==> src/rtl/traffic_pkg.sv <==
`default_nettype none
// ============================================================================
// Module      : traffic_pkg
// Description : Shared types and constants for the traffic phase controller:
//               the 3-bit FSM state encoding, lamp index constants and a
//               helper that maps (state, served) to a per-approach lamp code.
// Revision    : 1.0 - initial release
// ============================================================================
package traffic_pkg;

    localparam int c_state_w = 3;

    typedef enum logic [c_state_w-1:0] {
        GREEN_BASE = 3'd0,
        GREEN_EXT  = 3'd1,
        YELLOW     = 3'd2,
        ALL_RED    = 3'd3,
        WALK       = 3'd4
    } state_t;

    // Bit positions inside a 3-bit per-approach lamp code
    localparam int c_lamp_red = 0;
    localparam int c_lamp_yel = 1;
    localparam int c_lamp_grn = 2;

    // Exactly one lamp bit is set: green/yellow only for the served approach
    function automatic logic [2:0] lamp_code(input state_t st, input logic served);
        logic [2:0] l;
        l = '0;
        if (served && (st == GREEN_BASE || st == GREEN_EXT)) begin
            l[c_lamp_grn] = 1'b1;
        end else if (served && st == YELLOW) begin
            l[c_lamp_yel] = 1'b1;
        end else begin
            l[c_lamp_red] = 1'b1;
        end
        return l;
    endfunction

endpackage
`default_nettype wire

==> src/rtl/interval_timer.sv <==
`default_nettype none
// ============================================================================
// Module      : interval_timer
// Description : Down-counter for one traffic interval. Loaded with
//               (duration-1), decremented on tick, and reports expiry when
//               the count is zero on a tick cycle.
// Revision    : 1.0 - initial release
// ============================================================================
module interval_timer #(
    parameter int                 TIMER_W   = 8,
    parameter logic [TIMER_W-1:0] RESET_VAL = '0
) (
    input  logic               clock,
    input  logic               reset,
    input  logic               load,
    input  logic [TIMER_W-1:0] load_val,
    input  logic               tick,
    output logic               expired
);

    logic [TIMER_W-1:0] r_count;

    // Load wins over counting; the count parks at zero until the next load
    always_ff @(posedge clock) begin
        if (reset) begin
            r_count <= RESET_VAL;
        end else if (load) begin
            r_count <= load_val;
        end else if (tick && (r_count != '0)) begin
            r_count <= r_count - TIMER_W'(1);
        end
    end

    assign expired = (r_count == '0) && tick;

endmodule
`default_nettype wire

==> src/rtl/traffic_phase_ctrl.sv <==
`default_nettype none
// ============================================================================
// Module      : traffic_phase_ctrl
// Description : Actuated traffic signal controller serving NUM_PHASES
//               conflicting approaches in rotation with one green extension,
//               yellow, all-red clearance and an optional pedestrian walk.
//               Optional feature macro: TLC_SKIP_IDLE_EN (phase advance skips
//               approaches with no vehicle present; approach 0 never skipped).
// Revision    : 1.0 - initial release
// ============================================================================
module traffic_phase_ctrl
    import traffic_pkg::*;
#(
    parameter int NUM_PHASES = 2,
    parameter int TIMER_W    = 8,
    parameter int BASE_TICKS = 10,
    parameter int EXT_TICKS  = 5,
    parameter int YEL_TICKS  = 3,
    parameter int CLR_TICKS  = 1,
    parameter int WALK_TICKS = 6
) (
    input  logic                          clock,
    input  logic                          reset,
    input  logic                          tick,
    input  logic [NUM_PHASES-1:0]         sensor,
    input  logic                          walk_req,
    output logic [NUM_PHASES-1:0]         red,
    output logic [NUM_PHASES-1:0]         yel,
    output logic [NUM_PHASES-1:0]         grn,
    output logic                          walk,
    output logic [$clog2(NUM_PHASES)-1:0] phase,
    output logic [c_state_w-1:0]          state,
    output logic                          step
);

    localparam int c_ph_w = $clog2(NUM_PHASES);

    localparam logic [TIMER_W-1:0] c_base_ld = TIMER_W'(BASE_TICKS - 1);
    localparam logic [TIMER_W-1:0] c_ext_ld  = TIMER_W'(EXT_TICKS - 1);
    localparam logic [TIMER_W-1:0] c_yel_ld  = TIMER_W'(YEL_TICKS - 1);
    localparam logic [TIMER_W-1:0] c_clr_ld  = TIMER_W'(CLR_TICKS - 1);
    localparam logic [TIMER_W-1:0] c_walk_ld = TIMER_W'(WALK_TICKS - 1);

    localparam logic [NUM_PHASES-1:0] c_rst_grn = NUM_PHASES'(1);

    state_t                  r_state;
    logic [c_ph_w-1:0]       r_phase;
    logic                    r_walk_pending;
    logic [NUM_PHASES-1:0]   r_red;
    logic [NUM_PHASES-1:0]   r_yel;
    logic [NUM_PHASES-1:0]   r_grn;
    logic                    r_walk;
    logic                    r_step;

    logic                    w_expired;
    state_t                  w_next_state;
    logic [c_ph_w-1:0]       w_next_phase;
    logic [c_ph_w-1:0]       w_adv_phase;
    state_t                  w_nx_state;
    logic [c_ph_w-1:0]       w_nx_phase;
    logic [TIMER_W-1:0]      w_load_val;
    logic [2:0]              w_lamp;
    logic [NUM_PHASES-1:0]   w_red_d;
    logic [NUM_PHASES-1:0]   w_yel_d;
    logic [NUM_PHASES-1:0]   w_grn_d;

    // Interval counter; reloads with the next state's duration on every expiry
    interval_timer #(
        .TIMER_W   (TIMER_W),
        .RESET_VAL (c_base_ld)
    ) u_timer (
        .clock    (clock),
        .reset    (reset),
        .load     (w_expired),
        .load_val (w_load_val),
        .tick     (tick),
        .expired  (w_expired)
    );

`ifdef TLC_SKIP_IDLE_EN
    // Next approach with demand, scanning forward; approach 0 always qualifies
    always_comb begin
        w_adv_phase = '0;
        for (int j = NUM_PHASES - 1; j >= 1; j--) begin
            if (sensor[(int'(r_phase) + j) % NUM_PHASES] ||
                ((int'(r_phase) + j) % NUM_PHASES == 0)) begin
                w_adv_phase = c_ph_w'((int'(r_phase) + j) % NUM_PHASES);
            end
        end
    end
`else
    // Strict round-robin advance
    always_comb begin
        w_adv_phase = (r_phase == c_ph_w'(NUM_PHASES - 1)) ? '0 : r_phase + c_ph_w'(1);
    end
`endif

    // Transition target taken when the current interval expires
    always_comb begin
        w_next_state = r_state;
        w_next_phase = r_phase;
        case (r_state)
            GREEN_BASE: w_next_state = sensor[r_phase] ? GREEN_EXT : YELLOW;
            GREEN_EXT:  w_next_state = YELLOW;
            YELLOW:     w_next_state = ALL_RED;
            ALL_RED: begin
                if (r_walk_pending) begin
                    w_next_state = WALK;
                end else begin
                    w_next_state = GREEN_BASE;
                    w_next_phase = w_adv_phase;
                end
            end
            WALK: begin
                w_next_state = GREEN_BASE;
                w_next_phase = w_adv_phase;
            end
            default: begin
                w_next_state = GREEN_BASE;
                w_next_phase = '0;
            end
        endcase
        w_nx_state = w_expired ? w_next_state : r_state;
        w_nx_phase = w_expired ? w_next_phase : r_phase;
    end

    // Duration of the state being entered, minus one
    always_comb begin
        case (w_next_state)
            GREEN_EXT: w_load_val = c_ext_ld;
            YELLOW:    w_load_val = c_yel_ld;
            ALL_RED:   w_load_val = c_clr_ld;
            WALK:      w_load_val = c_walk_ld;
            default:   w_load_val = c_base_ld;
        endcase
    end

    // Lamp pattern for the state/phase held after this clock edge
    always_comb begin
        w_lamp  = '0;
        w_red_d = '0;
        w_yel_d = '0;
        w_grn_d = '0;
        for (int i = 0; i < NUM_PHASES; i++) begin
            w_lamp     = lamp_code(w_nx_state, (c_ph_w'(i) == w_nx_phase));
            w_red_d[i] = w_lamp[c_lamp_red];
            w_yel_d[i] = w_lamp[c_lamp_yel];
            w_grn_d[i] = w_lamp[c_lamp_grn];
        end
    end

    // State, phase, pedestrian latch and all registered outputs
    always_ff @(posedge clock) begin
        if (reset) begin
            r_state        <= GREEN_BASE;
            r_phase        <= '0;
            r_walk_pending <= 1'b0;
            r_red          <= ~c_rst_grn;
            r_yel          <= '0;
            r_grn          <= c_rst_grn;
            r_walk         <= 1'b0;
            r_step         <= 1'b0;
        end else begin
            r_state <= w_nx_state;
            r_phase <= w_nx_phase;
            r_red   <= w_red_d;
            r_yel   <= w_yel_d;
            r_grn   <= w_grn_d;
            r_walk  <= (w_nx_state == WALK);
            r_step  <= w_expired;
            // A request arriving in the WALK entry cycle is served by this walk
            if (w_expired && (w_next_state == WALK)) begin
                r_walk_pending <= 1'b0;
            end else if (walk_req) begin
                r_walk_pending <= 1'b1;
            end
        end
    end

    assign red   = r_red;
    assign yel   = r_yel;
    assign grn   = r_grn;
    assign walk  = r_walk;
    assign phase = r_phase;
    assign state = r_state;
    assign step  = r_step;

endmodule
`default_nettype wire

==> config.mk <==
export PLATFORM = sky130hd
export DESIGN_NAME = traffic_phase_ctrl
export DESIGN_NICKNAME = d
export VERILOG_FILES = /design/src/rtl/traffic_pkg.sv /design/src/rtl/interval_timer.sv /design/src/rtl/traffic_phase_ctrl.sv
export SDC_FILE = /design/constraint.sdc
export NUM_CORES = 1
export LEC_CHECK = 0
export ABC_CLOCK_PERIOD_IN_PS = 2250
export CAP_MARGIN = 40
export CORE_ASPECT_RATIO = 0.7
export CORE_UTILIZATION = 39
export CTS_CLUSTER_DIAMETER = 100
export DETAILED_ROUTE_END_ITERATION = 10
export PLACE_DENSITY = 0.71
export SETUP_SLACK_MARGIN = 0.15
export SYNTH_ARGS = -nofsm -noshare
export SYNTH_HDL_FRONTEND = slang
export SYNTH_SLANG_ARGS = --single-unit
==> constraint.sdc <==
create_clock -name clock -period 2.25 [get_ports clock]
set_input_delay 0.45 -clock clock [delete_from_list [all_inputs] [get_ports clock]]
set_output_delay 0.45 -clock clock [all_outputs]
set_load 0.01 [all_outputs]
## After elaboration in Yosys (flattened, before gate mapping)

Index checks and enable logic that the tools add are counted.

- Muxes and demuxes: 20
- Add/sub/neg operators: 2
- Order comparisons: 1
- Reduce and logical (&&, ||, !) cells: 17
- Equal/unequal tests: 11
- Bitwise operators: 1

Operator list:

| kind | count |
|---|---|
| 8-bit two-way mux | 2 |
| 4-bit one-hot mux with 4 select lines | 1 |
| 3-bit by 2-bit == test with 1-bit output (second input constant) | 5 |
| 1-bit two-way mux | 12 |
| 3-bit one-hot mux with 4 select lines | 1 |
| 3-bit by 1-bit == test with 1-bit output (second input constant) | 3 |
| 3-bit == test (second input constant) | 3 |
| 8-bit logical NOT | 1 |
| 8-bit nonzero test | 1 |
| 8-bit by 1-bit subtractor with 8-bit output (second input constant) | 1 |
| 1-bit logical AND | 7 |
| 3-bit logical NOT | 2 |
| 3-bit two-way mux | 2 |
| 2-bit OR reduction | 3 |
| 1-bit one-hot mux with 3 select lines | 1 |
| 3-bit OR reduction | 1 |
| 1-bit by 2-bit < comparator with 1-bit output (second input constant) | 1 |
| 2-bit two-way mux | 1 |
| 2-bit nonzero test | 1 |
| 1-bit adder (second input constant) | 1 |
| 1-bit logical OR | 1 |
| 1-bit inverter | 1 |

- Word-level logic and storage cells: 63
- Flip-flop bits (word level): 21
- Input bits: 6

## Longest topological paths before layout

- Depth after elaboration: 9
- Gate-level depth with buffers: 7
- Depth with buffers taken out: 6

## Modules after synthesis

A second synthesis with hierarchy kept.

- Cells, all modules: 126
- Area, all modules: 1,086.0 um^2

By module, submodules not included:

| module | times used | area an instance (um^2) | cells an instance |
|---|---|---|---|
| traffic_phase_ctrl | 1 | 590.6 | 66 |
| interval_timer | 1 | 495.5 | 60 |

## Least setup slack after synthesis

OpenSTA, ideal clock, no wires.

- Path kind: input to register
- From: input tick
- To: register u_timer.r_count[3]
- Data arrival time: 1.769 ns
- Path slack: 0.359 ns
- Path buffers: 1
- Data required time: 2.128 ns
- Stages on the path: 5
- Cells stage by stage: buf_2 -> or4bb_1 -> nor2_1 -> o21ai_1 -> a221o_1

- Word-level cells in the longest chain between the ends: 2
- Elaborated cells on any way between the ends: 4
- Classes of those cells: 1 x mux; 3 x reduce/logical

RTL lines:

| element | RTL line | source |
|---|---|---|
| from (decl) | traffic_phase_ctrl.sv:24 | `input logic tick,` |
| 1-bit logical AND, on equally long branches | interval_timer.sv:34, interval_timer.sv:29 |  |
| 8-bit two-way mux or 2-bit nonzero test (tied branches) | -- |  |
| to (signal assigned) | interval_timer.sv:28 | `r_count <= load_val;` |
| to (signal assigned) | interval_timer.sv:30 | `r_count <= r_count - TIMER_W'(1);` |
| to (decl) | interval_timer.sv:21 | `logic [TIMER_W-1:0] r_count;` |

Parallel ways exist; a longest one is shown, timed or not.
A chain may end at the register's enable or synchronous reset.

## Worst setup path in the final report

- From: input tick
- To: register r_grn[1], in the netlist grn[1]

- Word-level cells in the longest chain between the ends: 6
- Elaborated cells on any way between the ends: 8
- Classes of those cells: 1 x eq/ne; 3 x mux; 4 x reduce/logical

RTL lines:

| element | RTL line | source |
|---|---|---|
| 1-bit logical AND * | interval_timer.sv:34 | `assign expired = (r_count == '0) && tick;` |
| 3-bit two-way mux | traffic_phase_ctrl.sv:123 | `w_nx_state = w_expired ? w_next_state : r_state;` |
| 3-bit by 1-bit == test with 1-bit output or 3-bit logical NOT (tied branches) | traffic_pkg.sv:30 | `if (served && (st == GREEN_BASE \|\| st == GREEN_EXT)) begin` |
| 1-bit logical OR | traffic_pkg.sv:30 |  |
| 1-bit logical AND * | traffic_pkg.sv:30 |  |
| 1-bit two-way mux * | traffic_pkg.sv:30 |  |
| to (signal assigned) | traffic_phase_ctrl.sv:160 | `r_grn <= c_rst_grn;` |
| to (signal assigned) | traffic_phase_ctrl.sv:168 | `r_grn <= w_grn_d;` |
| to (decl) | traffic_phase_ctrl.sv:51 | `logic [NUM_PHASES-1:0] r_grn;` |

Mark *: on every way between the ends. The rest lies on a longest branch, timed or not.

==> summary by stage <==
STA
At the pin with the least slew margin, the transition time is 489 ps. For this run, the top clock speed supported by timing is 0.485 GHz. Setup violations remaining at the end of the flow were counted as 0.

The shortest period the worst path allows is 2060 ps. Across the routed clock network, the largest skew measured is 9.02 ps. The setup TNS after final layout is 0 ps. Of the available clock period, the critical path in the final layout requires 0.916. Measured against its own limit, the worst slew margin works out to 0.671. The count of final hold-check violations is 0. Setup repair after global routing could not meet its margin everywhere. The number of pins with negative max-slew slack in the final report was 0.

Route
The detailed-route DRC error count is 0. In the final routing, the length of wire on met1 measures 1.28 mm. The highest metal layer with signal wires is met4.

The first detailed-routing pass ran for 4 iterations. Dividing the detail-routed via count by the number of cells gives 5.63. The iteration-0 DRC count of the detailed router is 37.

In the final routed layout, each cell accounts on average for 15.2 µm. After detailed routing, the met3 layer carries 123 µm of wire. The count of vias placed by the detailed router is 940.

Wires add up to 2.54 mm. The detail route stage leaves a number of antenna-violating nets equal to 0. The sum of met2 wire segment lengths after detailed routing is 1.13 mm.

Worst setup path
In this run the register-to-register setup slack is 230 ps. The most critical setup path has its endpoint at grn[1]$_SDFF_PP0_. The start point of the critical path is tick.

The worst setup path is launched from an input port. The worst register-to-register path has a depth of 6. The type of element capturing the critical path is a register. The maximum fanout along the worst path is 5. The startpoint identified for the worst register-to-register timing path is u_timer.r_count[0]$_SDFFE_PP1P_. The endpoint required time on the critical path is 2460 ps. The worst register-to-register path ends at grn[1]$_SDFF_PP0_. The data arrival time of the critical path is 2270 ps. The setup path with the least slack is of type input port to register.

Clock network
Buffers inserted during clock tree synthesis total 3. The clock sink count is 21. The clock-pin transition on the worst setup and hold timing paths is 120 ps. The post-CTS setup buffer count is 0. CTS placed an instance of clkbuf_4 at the clock tree root. CTS built an H-tree with a depth of 1.

At the later pin of the worst-skew pair, clock insertion delay measures 310 ps. The clock passes through at most 2 buffers. TritonCTS built the clock tree.

Synth
For this run, asynchronously set or reset flops after synthesis account for 0. After synthesis the cells add up to 0.00100 mm². The fraction of the yosys area taken by sequential cells is 0.419. After synthesis the netlist holds a flip-flop and latch count of 21.

The distinct cell type count after synthesis is 38. The number of synthesized flops with an enable pin is 0. The net count after synthesis is 119. A synthesized cell averages 9.03 µm². For this run, the number of Yosys warnings is 0. The dominant synthesized flop cell is dfxtp_1. In the synthesized netlist, the number of instances is 111.

Floorplanning
In this run the core area contains 14 standard-cell rows. The starting utilization of the core area is 0.440. The die footprint is 0.00278 mm². The number of top-level design ports is 18. The die is 44.4 µm tall. The die is 62.6 µm wide. The core region is 0.00228 mm².

Final layout
The filler cells instantiated in the layout total 218. The area added between synthesis and finish is 33.0%. Summing all flip-flop and latch instances after layout gives 420 µm². At the end of the flow, the number of nets in the layout was 144. The number of standard cells in the final layout excluding fillers is 167. The multi-input combinational cells in the finished layout cover a total of 573 µm².

The number of antenna repair diodes is 0. Leaving out fill and tap cells, the most frequent cell in the layout is dfxtp_1. In the layout the commonest cells are dfxtp_1, clkdlybuf4s50_1, buf_4.

The proportion of layout cells with a drive suffix above 1 is 0.193.

Power and ir drop
Of the total power, the share spent switching nets is 0.257. Of the total power, the clock network draws 0.285. The internal portion of the total power is 486 µW. Power spread over the standard cell area amounts to 490 mW/mm².

In this run the static leakage power is 0.000481 µW. In this run the power spent charging and discharging nets is 168 µW. Of the total power, combinational logic draws 0.117. The sequential share of power is 0.598. VDD sags by at most 0.347 mV.

Global routing
In the global route stage, overall resource usage came out at 0.192. The wire length of the first global-routing pass is 4.13 mm. The initial antenna violation count is 0.

Entering global routing, the biggest net connects 16 pins. The number of global-route vias before repair was 826. The leftover overflow at the end of global routing is 0.

Hold path
The class of the tightest hold or removal check is register to register.

Place
The congestion estimate from routability-driven global placement came to 0.817. Input and output buffers added on the ports amount to 17. The HPWL after detailed placement is 1.75 mm. The placed instance count is 163.

Outcome
The run finished with clean final reports.

Flow run
The tool flagged a number of max-cap violations equal to 0.
-- layout make-up --
type                       count  area share
timing repair buffer          28       0.190
tap                           32      0.0300
multi-input combinational     77       0.430
clock buffer                   3      0.0169
inverter                       5      0.0141
sequential                    21       0.315
clock inverter                 1     0.00376
-- state kept, by name, indices dropped and copies added, names as in the netlist --
| signal | count |
|---|---|
| grn | 2 |
| phase | 1 |
| r_walk_pending | 1 |
| red | 2 |
| state | 3 |
| step | 1 |
| u_timer.r_count | 8 |
| walk | 1 |
| yel | 2 |
-- metrics by stage --
stage	hold WS [ps]	power, µW	cell area (µm²)	setup slack (ps)	util
final	537	654	1330	188	0.585
after global routing	542	678	1330	136	0.585
after CTS	535	647	1290	178	0.567
after detailed placement	509	467	1260	-171	0.553
after global placement	502	465	1260	-104	0.553
after floorplan	483	438	1000	359	-
-- synth_stat cells, types with 2 or more instances --
cell type	number	share of area
dfxtp_1	21	0.42
nor2_1	10	0.037
nor3_1	8	0.040
a21oi_1	6	0.030
inv_1	5	0.019
o21ai_0	5	0.025
buf_2	4	0.020
clkbuf_1	4	0.015
mux2i_1	4	0.040
nand2_1	4	0.015
nor4_1	4	0.025
a31oi_1	3	0.019
nor3b_1	3	0.022
or4_1	3	0.022
ha_1	2	0.025
o211ai_1	2	0.015
or4bb_1	2	0.022
-- repair_timing --
item                                    in CTS  in global routing
hold buffers                                 0                  0
pin swaps                                    0                  1
resized for setup                            1                  7
endpoints found under the setup margin       2                  6
-- logic make-up after synthesis --
family	count (synthesis)	synth area share
muxes	5	0.0512
buffers and inverters	13	0.0537
DFF	21	0.419
and+or+nand+nor	43	0.258
adders and majority gates	2	0.0250
AOI/OAI and AO/OA	26	0.184
xor gates and xnor gates	1	0.00874
-- how the worst min path moves through the flow --
stage,start,end,depth (start not counted),slack [ps]
global placement,r_walk_pending$_SDFFE_PP0P_,r_walk_pending$_SDFFE_PP0P_,2,500
global route,r_walk_pending$_SDFFE_PP0P_,r_walk_pending$_SDFFE_PP0P_,2,540
floorplan,u_timer.r_count[6]$_SDFFE_PP0P_,u_timer.r_count[6]$_SDFFE_PP0P_,2,480
CTS,u_timer.r_count[6]$_SDFFE_PP0P_,u_timer.r_count[6]$_SDFFE_PP0P_,2,530
detailed placement,u_timer.r_count[6]$_SDFFE_PP0P_,u_timer.r_count[6]$_SDFFE_PP0P_,2,510
finish,r_walk_pending$_SDFFE_PP0P_,r_walk_pending$_SDFFE_PP0P_,2,540
-- power by group through the flow --
stage	Combinational [µW]	Clock, µW	Sequential, µW
floorplan	42.7	0	396
global placement	67.3	0	398
detailed placement	69.0	0	398
CTS	70.8	186	390
global route	83.6	202	392
finish	76.4	186	391
-- worst max-delay path, stage by stage --
cell	delay (ps)
clkdlybuf4s50_1	500
or4bb_4	600
a211oi_4	260
mux2i_2	160
nor4_1	290
-- layer usage --
| layer | track usage | vias to the layer above |
|---|---|---|
| met4 | 0.0279 | 0 |
| li1 | - | 466 |
| met3 | 0.0490 | 2 |
| met5 | 0 | - |
| met2 | 0.291 | 35 |
| met1 | 0.279 | 437 |
Power figures use the tool's default switching activity.
